<file path="config.mk">
export PLATFORM = sky130hd
export DESIGN_NAME = sl_pipe_fifo
export DESIGN_NICKNAME = d
export VERILOG_FILES = /design/src/rtl/sl_pipe_fifo_pkg.sv /design/src/rtl/sl_shift_pipe.sv /design/src/rtl/sl_pipe_fifo.sv
export SDC_FILE = /design/constraint.sdc
export NUM_CORES = 2
export LEC_CHECK = 0
export ABC_AREA = 1
export CAP_MARGIN = 10
export CORE_MARGIN = 10
export CORE_UTILIZATION = 50
export CTS_BUF_LIST = sky130_fd_sc_hd__clkbuf_2 sky130_fd_sc_hd__clkbuf_4 sky130_fd_sc_hd__clkbuf_8
export DETAILED_ROUTE_END_ITERATION = 10
export DONT_BUFFER_PORTS = 1
export PLACE_DENSITY_LB_ADDON = 0.3
export SLEW_MARGIN = 10
export SYNTH_ARGS = -nofsm -noshare
export SYNTH_HDL_FRONTEND = slang
export SYNTH_HIERARCHICAL = 1
export SYNTH_SLANG_ARGS = --single-unit
</file>
<file path="constraint.sdc">
create_clock -name i_clk -period 11.4 [get_ports i_clk]
set_clock_uncertainty 0.2 [all_clocks]
set_input_delay 3.42 -clock i_clk [delete_from_list [all_inputs] [get_ports i_clk]]
set_output_delay 3.42 -clock i_clk [all_outputs]
set_load 0.1 [all_outputs]
</file>
<file path="src/rtl/sl_pipe_fifo_pkg.sv">
// -----------------------------------------------------------------------------
// sl_pipe_fifo_pkg
// Shared constants and helpers for the single-clock elastic FIFO (sl_pipe_fifo)
// and its register-pipeline sub-module (sl_shift_pipe).
//   OVF_CNT_W   : width of the saturating overflow counter
//   cnt_width() : occupancy counter width for a given buffer depth
//   valid_bit() : index of the valid flag inside a word of a given width
// -----------------------------------------------------------------------------
package sl_pipe_fifo_pkg;

    localparam int unsigned OVF_CNT_W = 16;

    // Occupancy must be able to represent DEPTH itself, hence the extra bit.
    function automatic int unsigned cnt_width(input int unsigned depth);
        return $clog2(depth) + 1;
    endfunction

    function automatic int unsigned valid_bit(input int unsigned width);
        return width - 1;
    endfunction

endpackage

</file>
<file path="src/rtl/sl_shift_pipe.sv">
// -----------------------------------------------------------------------------
// sl_shift_pipe
// Free-running register pipeline of NSTAGES stages (no enable, no backpressure).
// Word layout: bit WIDTH-1 is the valid flag, bits WIDTH-2:0 the payload.
// With HOLD_INVALID set, an invalid word arriving at stage 0 clears the valid
// flag but keeps the previous payload of stage 0, so idle cycles do not
// disturb the payload downstream logic may still be looking at.
// Ports:
//   i_clk    clock
//   i_rst_n  asynchronous active-low reset, clears every stage
//   i_data   word entering stage 0
//   o_data   word at the last stage
// -----------------------------------------------------------------------------
module sl_shift_pipe #(
    parameter int unsigned WIDTH        = 193,
    parameter int unsigned NSTAGES      = 2,
    parameter bit          HOLD_INVALID = 1'b0
) (
    input  logic             i_clk,
    input  logic             i_rst_n,
    input  logic [WIDTH-1:0] i_data,
    output logic [WIDTH-1:0] o_data
);

    logic [WIDTH-1:0] r_stage [NSTAGES];
    logic [WIDTH-1:0] w_stage0_d;

    always_comb begin
        w_stage0_d = i_data;
        if (HOLD_INVALID && !i_data[WIDTH-1]) begin
            w_stage0_d = {1'b0, r_stage[0][WIDTH-2:0]};
        end
    end

    always_ff @(posedge i_clk or negedge i_rst_n) begin
        if (!i_rst_n) begin
            for (int i = 0; i < int'(NSTAGES); i++) begin
                r_stage[i] <= '0;
            end
        end else begin
            r_stage[0] <= w_stage0_d;
            for (int i = 1; i < int'(NSTAGES); i++) begin
                r_stage[i] <= r_stage[i-1];
            end
        end
    end

    assign o_data = r_stage[NSTAGES-1];

endmodule

</file>
<file path="src/rtl/sl_pipe_fifo.sv">
// -----------------------------------------------------------------------------
// sl_pipe_fifo
// Single-clock elastic buffer between SL processing stages. data_in passes
// through NSTAGES_IN retiming registers; valid words leaving the last stage are
// pushed into a DEPTH-entry circular buffer. A pop (rd_ready with a non-empty
// buffer) loads the head word into the first of NSTAGES_OUT output registers.
// Pushes against a full buffer with no simultaneous pop are dropped and
// recorded in the overflow status.
//
// Optional feature: define SL_PIPE_FIFO_OVF_CNT_EN to build the 16-bit
// saturating drop counter; otherwise o_ovf_count is tied to 0 while
// o_ovf_sticky still operates.
//
// Ports:
//   i_clk           clock
//   i_rst_n         asynchronous active-low reset (drops all buffered words)
//   i_data_in       input word, MSB = valid
//   i_rd_ready      consumer requests a pop this cycle
//   i_clr_ovf       synchronous clear of overflow status (wins over a drop)
//   o_data_out      output word, MSB = valid
//   o_count         buffer occupancy
//   o_empty         occupancy == 0
//   o_full          occupancy == DEPTH
//   o_almost_full   occupancy >= AFULL_LVL
//   o_ovf_sticky    a valid word was dropped since the last clear
//   o_ovf_count     number of dropped words, saturating
// Parameter constraints: DEPTH power of 2 and >= 2; NSTAGES_IN/OUT >= 1;
// AFULL_LVL in 1..DEPTH; WIDTH >= 2.
// -----------------------------------------------------------------------------
module sl_pipe_fifo
    import sl_pipe_fifo_pkg::*;
#(
    parameter int unsigned WIDTH       = 193,
    parameter int unsigned DEPTH       = 16,
    parameter int unsigned NSTAGES_IN  = 2,
    parameter int unsigned NSTAGES_OUT = 2,
    parameter int unsigned AFULL_LVL   = 14
) (
    input  logic                         i_clk,
    input  logic                         i_rst_n,
    input  logic [WIDTH-1:0]             i_data_in,
    input  logic                         i_rd_ready,
    input  logic                         i_clr_ovf,
    output logic [WIDTH-1:0]             o_data_out,
    output logic [cnt_width(DEPTH)-1:0]  o_count,
    output logic                         o_empty,
    output logic                         o_full,
    output logic                         o_almost_full,
    output logic                         o_ovf_sticky,
    output logic [OVF_CNT_W-1:0]         o_ovf_count
);

    localparam int unsigned CNT_W = cnt_width(DEPTH);
    localparam int unsigned PTR_W = $clog2(DEPTH);
    localparam int unsigned VB    = valid_bit(WIDTH);

    logic [WIDTH-1:0] w_in_word;
    logic [WIDTH-1:0] w_out_load;
    logic             w_push_req;
    logic             w_pop;
    logic             w_push;
    logic             w_drop;
    logic             w_count_full;

    logic [WIDTH-1:0] r_mem [DEPTH];
    logic [PTR_W-1:0] r_wr_ptr;
    logic [PTR_W-1:0] r_rd_ptr;
    logic [CNT_W-1:0] r_count;
    logic             r_ovf_sticky;

    // ---------------------------------------------------------------- input pipe
    sl_shift_pipe #(
        .WIDTH        (WIDTH),
        .NSTAGES      (NSTAGES_IN),
        .HOLD_INVALID (1'b0)
    ) u_in_pipe (
        .i_clk   (i_clk),
        .i_rst_n (i_rst_n),
        .i_data  (i_data_in),
        .o_data  (w_in_word)
    );

    // ------------------------------------------------------- push/pop decisions
    assign w_count_full = (r_count == CNT_W'(DEPTH));
    assign w_push_req   = w_in_word[VB];
    // Pop only sees words already stored: a push into an empty buffer is not
    // bypassed to the output in the same cycle.
    assign w_pop        = i_rd_ready && (r_count != '0);
    // A pop in the same cycle frees the slot the push needs when full.
    assign w_push       = w_push_req && (!w_count_full || w_pop);
    assign w_drop       = w_push_req && !w_push;

    // ---------------------------------------------------------------- storage
    // Storage is not reset: entries are only observable after being written.
    always_ff @(posedge i_clk) begin
        if (w_push) begin
            r_mem[r_wr_ptr] <= w_in_word;
        end
    end

    // Pointers wrap naturally because DEPTH is a power of two.
    always_ff @(posedge i_clk or negedge i_rst_n) begin
        if (!i_rst_n) begin
            r_wr_ptr <= '0;
            r_rd_ptr <= '0;
            r_count  <= '0;
        end else begin
            if (w_push) begin
                r_wr_ptr <= r_wr_ptr + PTR_W'(1);
            end
            if (w_pop) begin
                r_rd_ptr <= r_rd_ptr + PTR_W'(1);
            end
            if (w_push && !w_pop) begin
                r_count <= r_count + CNT_W'(1);
            end else if (w_pop && !w_push) begin
                r_count <= r_count - CNT_W'(1);
            end
        end
    end

    // --------------------------------------------------------------- output pipe
    // On no pop an invalid word is offered; stage 0 then holds its payload.
    assign w_out_load = w_pop ? r_mem[r_rd_ptr] : '0;

    sl_shift_pipe #(
        .WIDTH        (WIDTH),
        .NSTAGES      (NSTAGES_OUT),
        .HOLD_INVALID (1'b1)
    ) u_out_pipe (
        .i_clk   (i_clk),
        .i_rst_n (i_rst_n),
        .i_data  (w_out_load),
        .o_data  (o_data_out)
    );

    // ---------------------------------------------------------------- status
    assign o_count       = r_count;
    assign o_empty       = (r_count == '0);
    assign o_full        = w_count_full;
    assign o_almost_full = (r_count >= CNT_W'(AFULL_LVL));

    always_ff @(posedge i_clk or negedge i_rst_n) begin
        if (!i_rst_n) begin
            r_ovf_sticky <= 1'b0;
        end else if (i_clr_ovf) begin
            r_ovf_sticky <= 1'b0;
        end else if (w_drop) begin
            r_ovf_sticky <= 1'b1;
        end
    end

    assign o_ovf_sticky = r_ovf_sticky;

`ifdef SL_PIPE_FIFO_OVF_CNT_EN
    logic [OVF_CNT_W-1:0] r_ovf_count;

    always_ff @(posedge i_clk or negedge i_rst_n) begin
        if (!i_rst_n) begin
            r_ovf_count <= '0;
        end else if (i_clr_ovf) begin
            r_ovf_count <= '0;
        end else if (w_drop && (r_ovf_count != '1)) begin
            r_ovf_count <= r_ovf_count + OVF_CNT_W'(1);
        end
    end

    assign o_ovf_count = r_ovf_count;
`else
    assign o_ovf_count = '0;
`endif

endmodule

</file>
* After elaboration in Yosys (flattened, before gate mapping)
Memories as Yosys holds them, arrays and structs flattened. Index checks and enable logic that the tools add are counted.
Cells by class: $lt $le $gt $ge 1, $add $sub $neg 4, equal/unequal tests 1, reductions and logical operators 13, mux-type cells 8
Operators by type and width (count):
- 193-bit two-way mux | 2
- 5-bit two-way mux | 2
- 4-bit by 1-bit adder with 4-bit output (second input constant) | 2
- 5-bit by 1-bit adder with 5-bit output (second input constant) | 1
- 5-bit equality test (second input constant) | 1
- 5-bit by 4-bit greater-or-equal comparator with 1-bit output (second input constant) | 1
- 1-bit logical AND | 5
- 5-bit zero test | 1
- 5-bit nonzero test | 1
- 5-bit by 1-bit subtractor with 5-bit output (second input constant) | 1
- 1-bit two-way mux | 4
- 2-bit nonzero test | 2
- 1-bit zero test | 3
- 1-bit logical OR | 1
Word-level totals: register bits after elaboration 786, memories 1, logic and storage cells 37, output and inout port bits 218, bits in writable memories 3088
Memories:
- r_mem | depth 16, width 193, rd ports 1, clocked after Yosys merged registers in 0, wr ports 1, line sl_pipe_fifo.sv:65 | logic [WIDTH-1:0] r_mem [DEPTH];

* Depth between registers and ports, before layout
word-level depth 8, gate-level depth with buffers 16

* By module
The synthesis kept the hierarchy.
By module, submodules not included:
- sl_pipe_fifo | sequential area each 93079.3 um^2, instances 1, area an instance 130894.3 um^2, cells an instance 12185
- sl_shift_pipe at u_out_pipe | sequential area each 9659.3 um^2, instances 1, area an instance 13481.7 um^2, cells an instance 1198
- sl_shift_pipe at u_in_pipe | sequential area each 9659.3 um^2, instances 1, area an instance 11108.2 um^2, cells an instance 579

* Least setup slack after synthesis
Ideal clock, no wire load.
kind input to register, from input port i_rd_ready, to memory r_mem[11][0] (enable), path buffers 0, data arrival time 11865 ps, slack -1415 ps, stages 6, data required time 10451 ps, setup time 749 ps, cells stage by stage inv_1 -> nand2_1 -> nand2_1 -> clkinv_1 -> nand2_1 -> nor2_1
Between the ends: cells in the longest elaborated chain, start to end 5
Ends and longest elaborated chain:
- start: declaration | line sl_pipe_fifo.sv:42 | input logic i_rd_ready,
- 1-bit logical AND | line sl_pipe_fifo.sv:88 | assign w_pop = i_rd_ready && (r_count != '0);
- 1-bit logical OR | line sl_pipe_fifo.sv:90 | assign w_push = w_push_req && (!w_count_full || w_pop);
- 1-bit logical AND | line sl_pipe_fifo.sv:90
- named net w_push | line sl_pipe_fifo.sv:61 | logic w_push;
- 1-bit two-way mux | line sl_pipe_fifo.sv:96 | if (w_push) begin
- 1-bit two-way mux (implied by the code) | line sl_pipe_fifo.sv:97 | r_mem[r_wr_ptr] <= w_in_word;
- end: declaration | line sl_pipe_fifo.sv:65
The timed path passes the listed nets, and every way through them passes these cells.

* Worst setup path after layout
from register r_count[4], in the netlist o_count[4], to output port o_full
Between the ends: cells in the longest elaborated chain, start to end 1
Ends and longest elaborated chain:
- start: declaration | line sl_pipe_fifo.sv:68 | logic [CNT_W-1:0] r_count;
- start signal: assignment | line sl_pipe_fifo.sv:115 | r_count <= r_count + CNT_W'(1);
- start signal: assignment | line sl_pipe_fifo.sv:117 | r_count <= r_count - CNT_W'(1);
- 5-bit equality test | line sl_pipe_fifo.sv:84 | assign w_count_full = (r_count == CNT_W'(DEPTH));
- end: declaration | line sl_pipe_fifo.sv:47 | output logic o_full,
No other way between the ends.

==> results.md <==
- Syn avg cell area: 11.1 um2
- Vias per cell: 5.21
- Row count: 204
- Most used DFF post-synth: edfxtp_1
- GRT Overall Usage: 22.4%
- Fmax: 0.144 GHz
- Num CTS Buffers: 629
- Hold Vio Cnt, Final: 0
- Placement Setup Slack: 4.28 ns
- Max Slew Vio Count: 0
- Footprint of the multi-input gates: 0.0309 mm2
- Final period utilization: 61.1%
- Hold slack: 0.117 ns
- Share of cells above drive strength 1: 8.73%
- Hold wc startpoint: u_in_pipe/r_stage[220]
- Gr ovfl total: 0
- Max-cap violations: 0
- Reg clk slew, reported paths: 0.06 ns
- Startpoint types: register
- CTS max path bufs: 4
- First-pass GRT wire length: 578,000 um
- CTS tree: done
- Initial drt markers: 9,343
- Crit path cell chain: inv_1 > nor2_2
- Cell Area, Placed: 0.156 mm2
- Fin worst setup slack: 4.44 ns
- WL per Instance: 21.0 um
- Number of global-route vias before repair: 92,972
- Synth Register Bits: 3,874
- Number of flops mapped to enable cells by yosys: 3,088
- Setup TNS: 0 ns
- Max IR drop VDD: 0.000252 V
- HPWL after detailed placement: 186,000 um
- Die width: 578 um
- Post-CTS setup buffer count: 0
- Worst-margin pin slew: 1.21 ns
- Post-cts repair resize count: 0
- Setup violators final: 0
- Cells after Synth: 13,962
- Placed cell count: 17,118
- CP Class: register to output port
- Capturing point of the worst reg2reg path: u_out_pipe/r_stage[305]
- Status: finished clean
- Hold Path End: u_in_pipe/o_data[27]
- Async set or reset register ratio after synthesis: 20.3%
- H-tree depth: 6
- Worst-path maximum fanout: 5
- WHS Path Cells: 0
- Crit end category: output port
- Critical-path top delay cell: dfrtp_1
- Register area: 0.112 mm2
- Max_slew headroom: 19.0%
- Antenna-violating nets left: 0
- Worst skew pair latency: 1.20 ns
- Worst stage delay on the critical path: 1.01 ns
- Vias: 95,260
- Fill cells: 25,683
- RSZ-0062 raised after global routing: no
- Req. time, crit path: 7.78 ns
- Post-synth top area cell: edfxtp_1
- Nets: 13,837
- Clock root buffer: clkbuf_8
- Worst min path class: register to register
- DRC viols: 0
- Area of the core: 0.309 mm2
- Fin cells: 18,296
- R2R setup slack: 4.83 ns
- Number of detailed-route iterations in the first pass: 6
- Reg2reg start: r_rd_ptr[0]
- Die height: 578 um
- Area contributors post-synth: edfxtp_1, dfrtp_1, nand2_1
- Full die area: 0.334 mm2
- # port buffers: 0
- Register area share after synthesis: 72.3%
- Tmin final: 6.96 ns
- Yosys Warn Count: 6
- Initial antenna violation count: 27
- Initial Util: 50.3%
- Clock Sinks: 3,874
- Largest net degree at the start of global routing: 207
- Worst path arrival time: 3.34 ns
- Share of the synthesized area in the top cell type: 59.6%
- Reg2reg path depth: 13
- PwrDens: 257 mW/mm2
- Total Routed Length: 384,000 um
- Placer Congestion: 0.753
- CTS Hold Bufs: 0
- Leakage: 71.5 nW
- Synth-to-Final Area Change: 8.63%
- Unique masters post-synth: 26
- Post-Layout Inst Area: 0.169 mm2
- IO Pins: 415
- Synthesized area: 0.155 mm2
-- metrics by stage --
stage	total power (W)	util (%)
global placement	0.0312	50.3
finish	0.0434	54.6
global route	0.0457	54.6
detailed placement	0.0313	50.3
floorplan	0.0283	-
CTS	0.0437	54.6
-- critical path, delay by kind of cell, from the launching register on --
kind          cells  cell delay, ns
buf+inv           1            0.17
flops             1            1.01
simple gates      1            0.98
-- logic make-up (layout without fill, tap and decap cells) --
kind of cell | count (synthesis) | in the layout | synth area share [%]
AND/OR/NAND/NOR | 7200 | 7200 | 18.9
other | 1 | 32 | 0.00241
buffers and inverters | 2669 | 2852 | 7.99
AO/OA/AOI/OAI | 200 | 200 | 0.645
flip-flops | 3874 | 3874 | 72.3
XOR/XNOR | 8 | 8 | 0.0451
adder cells (fa/ha/maj) | 10 | 10 | 0.0853
-- layout make-up --
| cell class | instances | area share (%) |
|---|---|---|
| sequential | 3874 | 66.6 |
| multi-input combinational | 7434 | 18.3 |
| clock buffer | 960 | 6.84 |
| inverter | 1562 | 3.50 |
| tap | 4120 | 3.05 |
| clock inverter | 201 | 0.906 |
| timing repair buffer | 129 | 0.847 |
| antenna | 16 | 0.0237 |
-- worst max-delay path by stage --
stage / start / end / cells after the start
final: o_count[4] / o_full / 2
after global routing: o_count[1] / o_full / 3
after CTS: o_count[4] / o_full / 2
after detailed placement: i_rd_ready / u_out_pipe/r_stage[306] / 7
after global placement: i_rd_ready / u_out_pipe/r_stage[306] / 7
after floorplan: i_rd_ready / r_mem[11][0] / 6
-- state kept, by name (all words and copies together), names as in the netlist --
| signal | flops |
|---|---|
| r_wr_ptr | 4 |
| u_in_pipe/r_stage | 193 |
| r_rd_ptr | 4 |
| u_out_pipe/o_data | 193 |
| u_in_pipe/o_data | 193 |
| u_out_pipe/r_stage | 193 |
| o_count | 5 |
| o_ovf_sticky | 1 |
| r_mem | 3088 |
-- metal layers --
layer	up-vias	GRT usage (%)	share of wire, %
li1	44447	-	-
met1	46479	30.6	42
met2	3583	36.6	47
met3	733	3.83	7.2
met4	18	7.44	3.2
met5	-	0	0.024
-- cells in the final DEF, fill, tap and decap left out, types with 85 or more instances in the layout --
master / synthesis / final
nand3_1: 1940 / 1940
inv_1: 1556 / 1556
a21oi_1: 195 / 194
edfxtp_1: 3088 / 3088
nand2_1: 5236 / 5236
dfrtp_1: 786 / 782
clkbuf_4: 0 / 266
clkbuf_8: 0 / 694
clkinv_1: 2 / 85
buf_4: 406 / 95
-- cells in the mapped netlist (2+ instances only) --
| cell type | count |
|---|---|
| nor2_1 | 22 |
| buf_1 | 56 |
| nand3_1 | 1940 |
| buf_6 | 39 |
| clkinv_1 | 2 |
| dfrtp_1 | 786 |
| inv_1 | 1556 |
| o21ai_0 | 3 |
| xor2_1 | 7 |
| inv_2 | 3 |
| ha_1 | 9 |
| a21oi_1 | 195 |
| nand2_1 | 5236 |
| buf_4 | 406 |
| buf_2 | 455 |
| edfxtp_1 | 3088 |
| clkbuf_1 | 150 |
-- power by group --
| part | switching [W] | internal [W] |
|---|---|---|
| Combinational | 0.00847 | 0.00303 |
| Clock | 0.00564 | 0.00672 |
| Sequential | 0.00271 | 0.0169 |
Note: power is estimated with default switching activity, not from simulation.
